$ cat src/rtl/seu_share_ctrl.sv
// seu_share_ctrl: round-robin arbiter that shares one sign-magnitude to
// two's-complement extension unit between NUM_REQ requesters.
// Each accepted request drives the operand and enable for SETTLE_CYC cycles.
// The controller then captures the unit's result and returns it tagged with
// the requester id. Enable is dropped for at least one cycle between
// conversions, so every conversion starts on a fresh rising edge of enable.
// Optional build macro: SEU_NEGZERO_FLAG_EN adds the res_negzero output.
module seu_share_ctrl #(
    parameter int NUM_REQ    = 4,
    parameter int SETTLE_CYC = 1
) (
    input  logic                       clk,
    input  logic                       rst_n,
    input  logic [NUM_REQ-1:0]         req,
    input  logic [NUM_REQ*9-1:0]       req_nr,
    output logic [NUM_REQ-1:0]         gnt,
    output logic                       busy,
    output logic [8:0]                 seu_nr,
    output logic                       seu_en,
    input  logic [15:0]                seu_result,
    output logic                       res_valid,
    output logic [$clog2(NUM_REQ)-1:0] res_id,
`ifdef SEU_NEGZERO_FLAG_EN
    output logic                       res_negzero,
`endif
    output logic [15:0]                res_data
);

    localparam int          IDW      = $clog2(NUM_REQ);
    localparam int unsigned NREQ     = NUM_REQ;
    localparam logic [3:0]  CNT_INIT = 4'(SETTLE_CYC - 1);

    typedef enum logic {
        IDLE,
        DRIVE
    } state_t;

    state_t             state_q, state_d;
    logic [3:0]         cnt_q, cnt_d;
    logic [IDW-1:0]     ptr_q, ptr_d;
    logic [NUM_REQ-1:0] gnt_q, gnt_d;
    logic               busy_q, busy_d;
    logic [8:0]         seu_nr_q, seu_nr_d;
    logic               seu_en_q, seu_en_d;
    logic               res_valid_q, res_valid_d;
    logic [IDW-1:0]     res_id_q, res_id_d;
    logic [15:0]        res_data_q, res_data_d;
`ifdef SEU_NEGZERO_FLAG_EN
    logic               negzero_q, negzero_d;
`endif

    logic               found;
    logic [IDW-1:0]     win;
    logic [8:0]         win_nr;
    logic [IDW-1:0]     win_next;

    // Round-robin search: first set request at or above the pointer, wrapping
    always_comb begin
        int unsigned idx;
        int unsigned nxt;
        logic [IDW-1:0] sel;
        found = 1'b0;
        win   = '0;
        idx   = 0;
        sel   = '0;
        for (int unsigned k = 0; k < NREQ; k++) begin
            idx = (32'(ptr_q) + k) % NREQ;
            sel = IDW'(idx);
            if (!found && req[sel]) begin
                found = 1'b1;
                win   = sel;
            end
        end
        win_nr   = req_nr[9*win +: 9];
        nxt      = (32'(win) + 1) % NREQ;
        win_next = IDW'(nxt);
    end

    // Next-state and registered outputs for the IDLE/DRIVE controller
    always_comb begin
        state_d     = state_q;
        cnt_d       = cnt_q;
        ptr_d       = ptr_q;
        gnt_d       = '0;
        busy_d      = busy_q;
        seu_nr_d    = seu_nr_q;
        seu_en_d    = seu_en_q;
        res_valid_d = 1'b0;
        res_id_d    = res_id_q;
        res_data_d  = res_data_q;
`ifdef SEU_NEGZERO_FLAG_EN
        negzero_d   = negzero_q;
`endif
        case (state_q)
            IDLE: begin
                if (found) begin
                    gnt_d[win] = 1'b1;
                    seu_nr_d   = win_nr;
                    seu_en_d   = 1'b1;
                    res_id_d   = win;
                    ptr_d      = win_next;
                    cnt_d      = CNT_INIT;
                    busy_d     = 1'b1;
                    state_d    = DRIVE;
`ifdef SEU_NEGZERO_FLAG_EN
                    negzero_d  = (win_nr == 9'h100);
`endif
                end
            end
            DRIVE: begin
                if (cnt_q != 4'd0) begin
                    cnt_d = cnt_q - 4'd1;
                end else begin
                    res_data_d  = seu_result;
                    res_valid_d = 1'b1;
                    seu_en_d    = 1'b0;
                    busy_d      = 1'b0;
                    state_d     = IDLE;
                end
            end
            default: state_d = IDLE;
        endcase
    end

    // State register; async reset aborts any conversion in flight
    always_ff @(posedge clk or negedge rst_n) begin
        if (!rst_n) begin
            state_q     <= IDLE;
            cnt_q       <= '0;
            ptr_q       <= '0;
            gnt_q       <= '0;
            busy_q      <= 1'b0;
            seu_nr_q    <= '0;
            seu_en_q    <= 1'b0;
            res_valid_q <= 1'b0;
            res_id_q    <= '0;
            res_data_q  <= '0;
`ifdef SEU_NEGZERO_FLAG_EN
            negzero_q   <= 1'b0;
`endif
        end else begin
            state_q     <= state_d;
            cnt_q       <= cnt_d;
            ptr_q       <= ptr_d;
            gnt_q       <= gnt_d;
            busy_q      <= busy_d;
            seu_nr_q    <= seu_nr_d;
            seu_en_q    <= seu_en_d;
            res_valid_q <= res_valid_d;
            res_id_q    <= res_id_d;
            res_data_q  <= res_data_d;
`ifdef SEU_NEGZERO_FLAG_EN
            negzero_q   <= negzero_d;
`endif
        end
    end

    assign gnt       = gnt_q;
    assign busy      = busy_q;
    assign seu_nr    = seu_nr_q;
    assign seu_en    = seu_en_q;
    assign res_valid = res_valid_q;
    assign res_id    = res_id_q;
    assign res_data  = res_data_q;
`ifdef SEU_NEGZERO_FLAG_EN
    assign res_negzero = negzero_q;
`endif

endmodule

$ cat config.mk
export PLATFORM = sky130hd
export DESIGN_NAME = seu_share_ctrl
export DESIGN_NICKNAME = d
export VERILOG_FILES = /design/src/rtl/seu_share_ctrl.sv
export SDC_FILE = /design/constraint.sdc
export NUM_CORES = 1
export LEC_CHECK = 0
export ABC_AREA = 1
export CAP_MARGIN = 25
export CORE_UTILIZATION = 45
export CTS_CLUSTER_SIZE = 14
export DETAILED_ROUTE_END_ITERATION = 10
export PLACE_DENSITY = 0.93
export SYNTH_ARGS = -nofsm -noshare
export SYNTH_HDL_FRONTEND = slang
export SYNTH_SLANG_ARGS = --single-unit
$ cat constraint.sdc
create_clock -name clk -period 2.85 [get_ports clk]
set_clock_uncertainty 0.1 [all_clocks]
set_input_delay 0.57 -clock clk [delete_from_list [all_inputs] [get_ports clk]]
set_output_delay 0.57 -clock clk [all_outputs]
set_load 0.03 [all_outputs]
# Yosys cells after proc, flatten, opt, wreduce, memory -nomap -nowiden
# Index checks and enable logic that the tools add are counted.
# W data, S select, Z words.
[word_totals]
in_bits = 58
regBits = 40
output_inout_bits = 34
[classes]
add_sub_neg = 5
n_reduce_logical = 12
n_eq_ne = 3
mul = 1
bitwise_logic = 2
shifts = 1
n_mux = 31
magnitude_cmp = 6
[op_table]
columns = ["operator", "n"]
rows = [
  ["$shiftx A36 B7 Y9", 1],
  ["$mux W4", 4],
  ["$lt A2 B3 Y1 const B", 5],
  ["$mux W1", 15],
  ["$bmux W1 S2", 4],
  ["$mux W2", 4],
  ["$pmux W4 S2", 1],
  ["$reduce_and A2 Y1", 4],
  ["$mul A4 B2 Y6 const A", 1],
  ["$add A2 B1 Y2 const B", 2],
  ["$add A2 B2 Y2 const B", 2],
  ["$logic_and A1 B1 Y1", 4],
  ["$ne A2 B2 Y1 const B", 2],
  ["$pmux W1 S2", 2],
  ["$reduce_bool A4 Y1", 1],
  ["$sub A4 B1 Y4 const B", 1],
  ["$logic_not A1 Y1", 3],
  ["$demux W1 S2", 1],
  ["$ge A2 B1 Y1 const B", 1],
  ["$ne A2 B1 Y1 const B", 1],
  ["$not A1 Y1", 2],
]

# Depth between registers and ports, before layout
# Gate-level depths: netlist (run 1).
[depth]
ltp_word = 18
ltp_mapped = 15
depth_no_buf = 13

# Worst setup path after synthesis (run 1)
# No wires, ideal clock.
[synth_timing]
path_kind = "input -> register"
startpoint = "input port req[1]"
endpoint = "register seu_nr_q[3], in the netlist seu_nr[3]"
setup_ns = 0.117
t_arrival_ns = 1.690
setup_slack_ns = 0.943
stages = 12
path_cell_list = "inv_1 > nand2_1 > nand3_1 > nand2_2 > nor2_4 > nand3_4 > nand2_4 > inv_2 > clkbuf_1 > or2_1 > nand2_1 > nor2_1"
[synth_between]
elab_chain_cells = 14
word_cells_on_any_way = 25
cone_classes = "mul: 1; shift: 1; mux: 16; reduce/logical: 7"
[synth_rtl]
columns = ["element", "line_no", "text"]
rows = [
  ["start, declared", "14", "input logic [NUM_REQ-1:0] req,"],
  ["$bmux W1 S2", "69", "if (!found && req[sel]) begin"],
  ["$mux W1 (implied by the code)", "69", ""],
  ["$mux W1", "69", ""],
  ["$logic_not A1 Y1", "69", ""],
  ["$logic_and A1 B1 Y1", "69", ""],
  ["$mux W1", "69", ""],
  ["$logic_not A1 Y1", "69", ""],
  ["$logic_and A1 B1 Y1", "69", ""],
  ["$mux W1", "69", ""],
  ["$logic_not A1 Y1", "69", ""],
  ["$logic_and A1 B1 Y1", "69", ""],
  ["$mux W2", "69", ""],
  ["$mul A4 B2 Y6", "74", "win_nr = req_nr[9*win +: 9];"],
  ["$shiftx A36 B7 Y9", "74", ""],
  ["end signal, assigned", "147", "seu_nr_q <= seu_nr_d;"],
  ["end, declared", "43", "logic [8:0] seu_nr_q, seu_nr_d;"],
]
# Parallel ways exist; a longest one is shown, timed or not. The select of a mux whose other input is x is not followed.
# A chain may end at the register's enable or synchronous reset.

# Worst setup path after layout (run 1)
[layout_timing]
startpoint = "input port req[3]"
endpoint = "register seu_nr_q[5], in the netlist seu_nr[5]"
# Same word-level chain as after synthesis.

==> results of run 1 <==
-- sequential cells by signal, summed over array words and instances, names as in the netlist --
| name | count |
|---|---|
| cnt_q | 4 |
| gnt | 4 |
| ptr_q | 2 |
| res_data | 16 |
| res_id | 2 |
| res_valid | 1 |
| seu_en | 1 |
| seu_nr | 9 |
| state_q | 1 |
-- layer usage --
layer	routed length, um	vias to the layer above	track usage [%]
met5	0	-	0
met4	144	0	7.906
met3	475	17	6.722
met2	3027	110	40.37
met1	2582	1081	29.29
li1	-	1141	-
-- worst min path at each step --
stage	start	to	slack, ns	cells after the start
finish	rst_n	seu_nr[3]	0.29	1
global route	rst_n	res_data[13]	0.36	1
CTS	rst_n	res_data[13]	0.32	1
detailed placement	res_data[5]	res_data[5]	0.37	2
global placement	res_data[12]	res_data[12]	0.36	2
floorplan	rst_n	cnt_q[0]	0.17	0
-- power breakdown --
part | total [mW] | switching, mW | internal, mW
clock network | 0.637 | 0.199 | 0.438
registers | 1.04 | 0.190 | 0.848
logic | 2.77 | 1.75 | 1.02
-- through the flow --
step                      hold WS [ns]  power (mW)
after global placement          0.3623       3.695
after global routing            0.3618       4.765
after CTS                       0.3184       4.460
after floorplan                 0.1744       3.015
final                           0.2914       4.445
after detailed placement        0.3678       3.773
-- cells by family (layout without fill, tap and decap cells) --
kind of cell | count (synthesis) | count (layout)
fa+ha+maj | 2 | 2
buf+inv | 35 | 127
compound gates | 7 | 7
flops | 40 | 40
simple gates | 220 | 220
-- cells in the mapped netlist (2+ instances only) --
| cell | count | area [um2] |
|---|---|---|
| or2_1 | 5 | 31.28 |
| inv_1 | 18 | 67.56 |
| nand2_2 | 14 | 87.58 |
| ha_1 | 2 | 25.02 |
| inv_2 | 2 | 7.510 |
| nand4_1 | 20 | 125.1 |
| nor2_2 | 4 | 25.02 |
| nand3_1 | 17 | 85.08 |
| nand2_1 | 121 | 454.2 |
| or2_0 | 2 | 12.51 |
| nor2_1 | 26 | 97.59 |
| nand2_4 | 2 | 22.52 |
| buf_4 | 3 | 22.52 |
| clkinv_1 | 2 | 7.510 |
| nand3_4 | 2 | 35.03 |
| dfrtp_1 | 40 | 1001 |
| or2_2 | 2 | 12.51 |
| a21oi_1 | 2 | 10.01 |
| nor2_4 | 2 | 22.52 |
| buf_6 | 4 | 45.04 |
| clkbuf_1 | 3 | 11.26 |
| nand3_2 | 2 | 20.02 |
-- layout by cell type, fill, tap and decap left out, types with 2 or more instances in the layout --
master	synthesis	final
nand4_1	20	20
nand3_1	17	17
nand2_1	121	121
inv_1	18	18
nand3_2	2	2
nor2_4	2	2
nand2_2	14	14
nor2_1	26	26
dfrtp_1	40	40
buf_4	3	5
nand2_4	2	2
or2_1	5	5
or2_2	2	2
bufinv_16	0	3
ha_1	2	2
nor2_2	4	4
a21oi_1	2	2
clkbuf_8	0	5
nand3_4	2	2
clkinv_1	2	2
or2_0	2	2
clkdlybuf4s50_1	0	90
inv_2	2	2
-- worst max-delay path: cells and delay by family --
kind            cells  cell delay, ns
buf+inv             4            0.80
simple gates        6            0.87
compound gates      1            0.24
-- cell type report --
cell class | count | area [um2] | share of cell area (%)
multi-input cells | 229 | 1104 | 32.61
flip-flops and latches | 40 | 1001 | 29.57
repair buffers | 96 | 943.4 | 27.87
inverters | 23 | 93.84 | 2.773
clock inverters | 3 | 90.09 | 2.662
well taps | 67 | 83.83 | 2.477
clock buffers | 5 | 68.82 | 2.033
==> flow_metrics.tcl, run 1 <==
set metrics [dict create \
    synthXorXnorAreaFrac_pct 0 \
    gr-total-overflow 0 \
    final_area_um2 3385 \
    path_class "in -> reg" \
    grt_pass1_vias 2217 \
    layout_setup_ws_ns 0.4479 \
    synth-compound-area-share_pct 1.848 \
    hold_violations 0 \
    worstPathArrival_ns 2.48 \
    setup_viol 0 \
    vias 2349 \
    path_cells "clkdlybuf4s50_1, inv_1, nand2_1, nand3_1, inv_1, a31oi_1, nand3_1, nor2_2, clkinv_1, nor2_1, nor2_1" \
    insertion_delay_ns 0.29 \
    hp-class "in -> async" \
    dpl_worst_slack_ns 0.1965 \
    slew_headroom_pct 42.20 \
    fin_cells 463 \
    ant_nets 0 \
    syn_inst 304 \
    slew_violations 0 \
    p_leak_nw 1.657 \
    rsz0062_at_grt "false" \
    end_kind "flip-flop" \
    cp_max_fo 9 \
    cts_root_buf "clkbuf_8" \
    nets 455 \
    reg2reg_slack_ns 0.51 \
    num_antenna_cells 0 \
    drc 0 \
    cts_hold_buf 0 \
    clock_sinks 40 \
    utilization_pct 70.26 \
    drt_pass1_iterations 4 \
    grt_max_degree 41 \
    place_area_um2 3226 \
    num-fill-cells 388 \
    outcome "finished clean" \
    clock_path_buffers 2 \
    reg2regPathDepth 9 \
    syn_nets 364 \
    grt.total_usage_pct 23.87 \
    ir_drop_mv 0.8044 \
    wirelength_mm 6.229 \
    synth_mux_area_share_pct 0 \
    synthSimpleGateAreaFrac_pct 45.00 \
    design.portCount 92 \
    max_slew.worst_pin.slew_ns 0.8670 \
    die_w_um 73.53 \
    dp_cells 455 \
    synth_seq_cells 40 \
    die_h_um 73.53 \
    synth.cell_area_um2 2302 \
    path_clk_slew_ns 0.08 \
    critPathSlowestCell "clkdlybuf4s50_1" \
    avgViaCountPerCell 5.073 \
    hpwl_mm 4.529 \
    grt_pass1_wl_mm 9.887 \
    start_util_pct 47.79 \
    avgRoutedWirePerCell_um 13.45 \
    syn_to_final_growth_pct 47.01 \
    worstReg2RegEnd "seu_nr[5]" \
    syn_area_per_cell_um2 7.573 \
    cts_tree "built" \
    fin_crit_ns 2.402 \
    core_um2 4817 \
    h-tree-depth 2 \
    port_buffers 91 \
    ys_seq_area_share_pct 43.48 \
    design.die.area_um2 5406 \
    synth_ff_type "dfrtp_1" \
    ys_types 31 \
    cap_viol_max_count 0 \
    drive_gt1_share_pct 11.36 \
    max_freq_ghz 0.4163 \
    worstSetupStartpointType "primary input" \
    fin_tns_setup_ns 0 \
    cts_resized 0 \
    rows 25 \
    startpoint "req[3]" \
    cts_buffers 5 \
    synthArstFlopShare_pct 100.0 \
    endpoint "seu_nr[5]" \
    period_share_pct 84.28 \
    synth_edf_count 0 \
    antenna_found_initial 0 \
    synthAdderAreaFrac_pct 1.087 \
    place.gp.congestion 1.009 \
    cp.required_ns 2.93 \
    cellPowerDensity_nw_per_um2 1313 \
    synth_top_family_by_area "simple AND/OR/NAND/NOR gates" \
    crit_path_max_incr_delay_ns 0.42 \
    first_iter_violations 109 \
    post_cts_buffers 0 \
    r2r_start "ptr_q[0]" \
    yosysWarnings 0 \
]
Note: power is estimated with default switching activity, not from simulation.
==> inputs of run 2 (changes only) <==
CORE_UTILIZATION = 44   (was 45)
PLACE_DENSITY = 0.91   (was 0.93)
clock period = 2.4 ns   (was 2.85 ns; I/O delays follow)
==> run 2 against run 1 <==
  * Flip-flop and latch count unchanged
  * Combinational power increased by 25%
  * Hold slack improved by 0.092 ns
  * Worst setup slack got worse by 0.25 ns
  * First-iteration DRC count increased by 18%
  * Highest routed layer unchanged
==> flow_metrics.tcl, run 2 (same netlist as run 1, synthesis figures left out) <==
set metrics [dict create \
    multiInputGateArea_um2 1104 \
    hpwl_mm 4.906 \
    first_iter_violations 129 \
    h-tree-depth 2 \
    clock_sinks 40 \
    drc 0 \
    die_w_um 74.34 \
    core_um2 4880 \
    grt_pass1_vias 2401 \
    cts_root_buf "clkbuf_8" \
    place.gp.congestion 0.8838 \
    cellPowerDensity_nw_per_um2 1520 \
    num-fill-cells 405 \
    worstSetupStartpointType "primary input" \
    clock_path_buffers 2 \
    port_buffers 91 \
    worstPathArrival_ns 2.28 \
    drt_pass1_iterations 4 \
    vias 2359 \
    utilization_pct 70.85 \
    ant_nets 0 \
    max_freq_ghz 0.4536 \
    cp.required_ns 2.47 \
    gr-total-overflow 0 \
    ir_drop_mv 0.8370 \
    num_antenna_cells 0 \
    power_mw 5.256 \
    final.hold.worst_slack_ns 0.3829 \
    insertion_delay_ns 0.29 \
    design.portCount 92 \
    syn_to_final_growth_pct 50.16 \
    final_common_cell "nand2_1" \
    hold_violations 0 \
    start_util_pct 47.18 \
    fin_crit_ns 2.205 \
    outcome "finished clean" \
    grt_pass1_wl_mm 10.36 \
    path_clk_slew_ns 0.07 \
    cap_viol_max_count 0 \
    rsz0062_at_grt "false" \
    seqCellArea_um2 1001 \
    end_kind "flip-flop" \
    mostFrequentLayoutCells "nand2_1 (121), clkdlybuf4s50_1 (90), dfrtp_1 (40)" \
    grt_max_degree 19 \
    cts_tree "built" \
    drive_gt1_share_pct 13.73 \
    largest_reg_flops 16 \
    reg2regPathDepth 11 \
    slew_headroom_pct 76.41 \
    design.die.area_um2 5526 \
    cp_max_fo 18 \
    slew_violations 0 \
    final_area_um2 3457 \
    period_share_pct 91.86 \
    max_slew.worst_pin.slew_ns 0.3528 \
    avgViaCountPerCell 4.966 \
    cts_buffers 5 \
    p_leak_nw 1.706 \
    path_class "in -> reg" \
    avgRoutedWirePerCell_um 13.59 \
    post_cts_buffers 0 \
    setup_viol 0 \
    antenna_found_initial 0 \
    rows 25 \
    reg2reg_slack_ns 0.35 \
    wirelength_mm 6.457 \
    grt.total_usage_pct 25.09 \
    die_h_um 74.34 \
    place_area_um2 3321 \
    hold_depth 2 \
    hp-class "reg -> reg" \
    nets 467 \
]
run 2: cell count changes in the layout (fill, tap and decap cells not counted), sizes merged:
cell | previous run | this run
clkbuf | 5 | 7
bufinv | 3 | 1
buf | 6 | 17
dlygate4sd3 | 0 | 1
run 2: area by class of cell:
class | instances | share of cell area (%)
clock buffers | 7 | 2.787
well taps | 67 | 2.425
inverters | 23 | 2.714
multi-input cells | 229 | 31.92
clock inverters | 1 | 0.8686
flip-flops and latches | 40 | 28.95
repair buffers | 108 | 30.33
run 2: where the power goes:
part           switching [mW]  total [mW]  internal (mW)  leakage [nW]
clock network           0.225       0.592          0.367        0.0645
logic                    2.14        3.46           1.32          1.16
registers               0.193        1.20           1.01         0.483
run 2: final timing paths:
kind                               from            to
min reg2reg                res_data[13]  res_data[13]
max                              req[3]     seu_nr[3]
max reg2reg                    ptr_q[0]     seu_nr[3]
min in group asynchronous         rst_n        gnt[1]
min                        res_data[13]  res_data[13]
max in group asynchronous         rst_n  res_data[11]
run 2: metal layers:
layer / global-route usage (%) / share of wire [%]
met5: 0 / 0
met4: 8.595 / 1.5
met1: 29.46 / 42
met3: 8.808 / 9.1
met2: 42.83 / 47
run 2: metrics by stage:
stage | instances | TNS [ns] | worst slack (ns)
after global placement | 466 | 0 | 0.005591
after CTS | 475 | 0 | 0.2159
after global routing | 475 | 0 | 0.04538
after detailed placement | 466 | -0.3473 | -0.08201
final | 475 | 0 | 0.1955
after floorplan | 304 | 0 | 0.5673
run 2: critical path: stages:
cell	delay, ns
clkdlybuf4s50_1	0.48
inv_1	0.06
nand2_1	0.12
nand2_1	0.10
nand2_1	0.07
nand2_1	0.11
nand3_4	0.13
buf_12	0.11
nand3_4	0.23
nand2_2	0.12
nand2_1	0.06
nor2_1	0.13
nor2_1	0.07
run 2: timing repair:
item / in CTS / in global routing
gates resized for setup: 0 / 0
hold endpoints to repair: 8 / 0
hold buffers: 1 / 0
==> inputs of run 3 (changes only) <==
SKIP_LAST_GASP = 1   (was default)
TNS_END_PERCENT = 5   (was default)
==> results of run 3 <==
No change in the layout: final DEF, timing and power equal those of run 2.
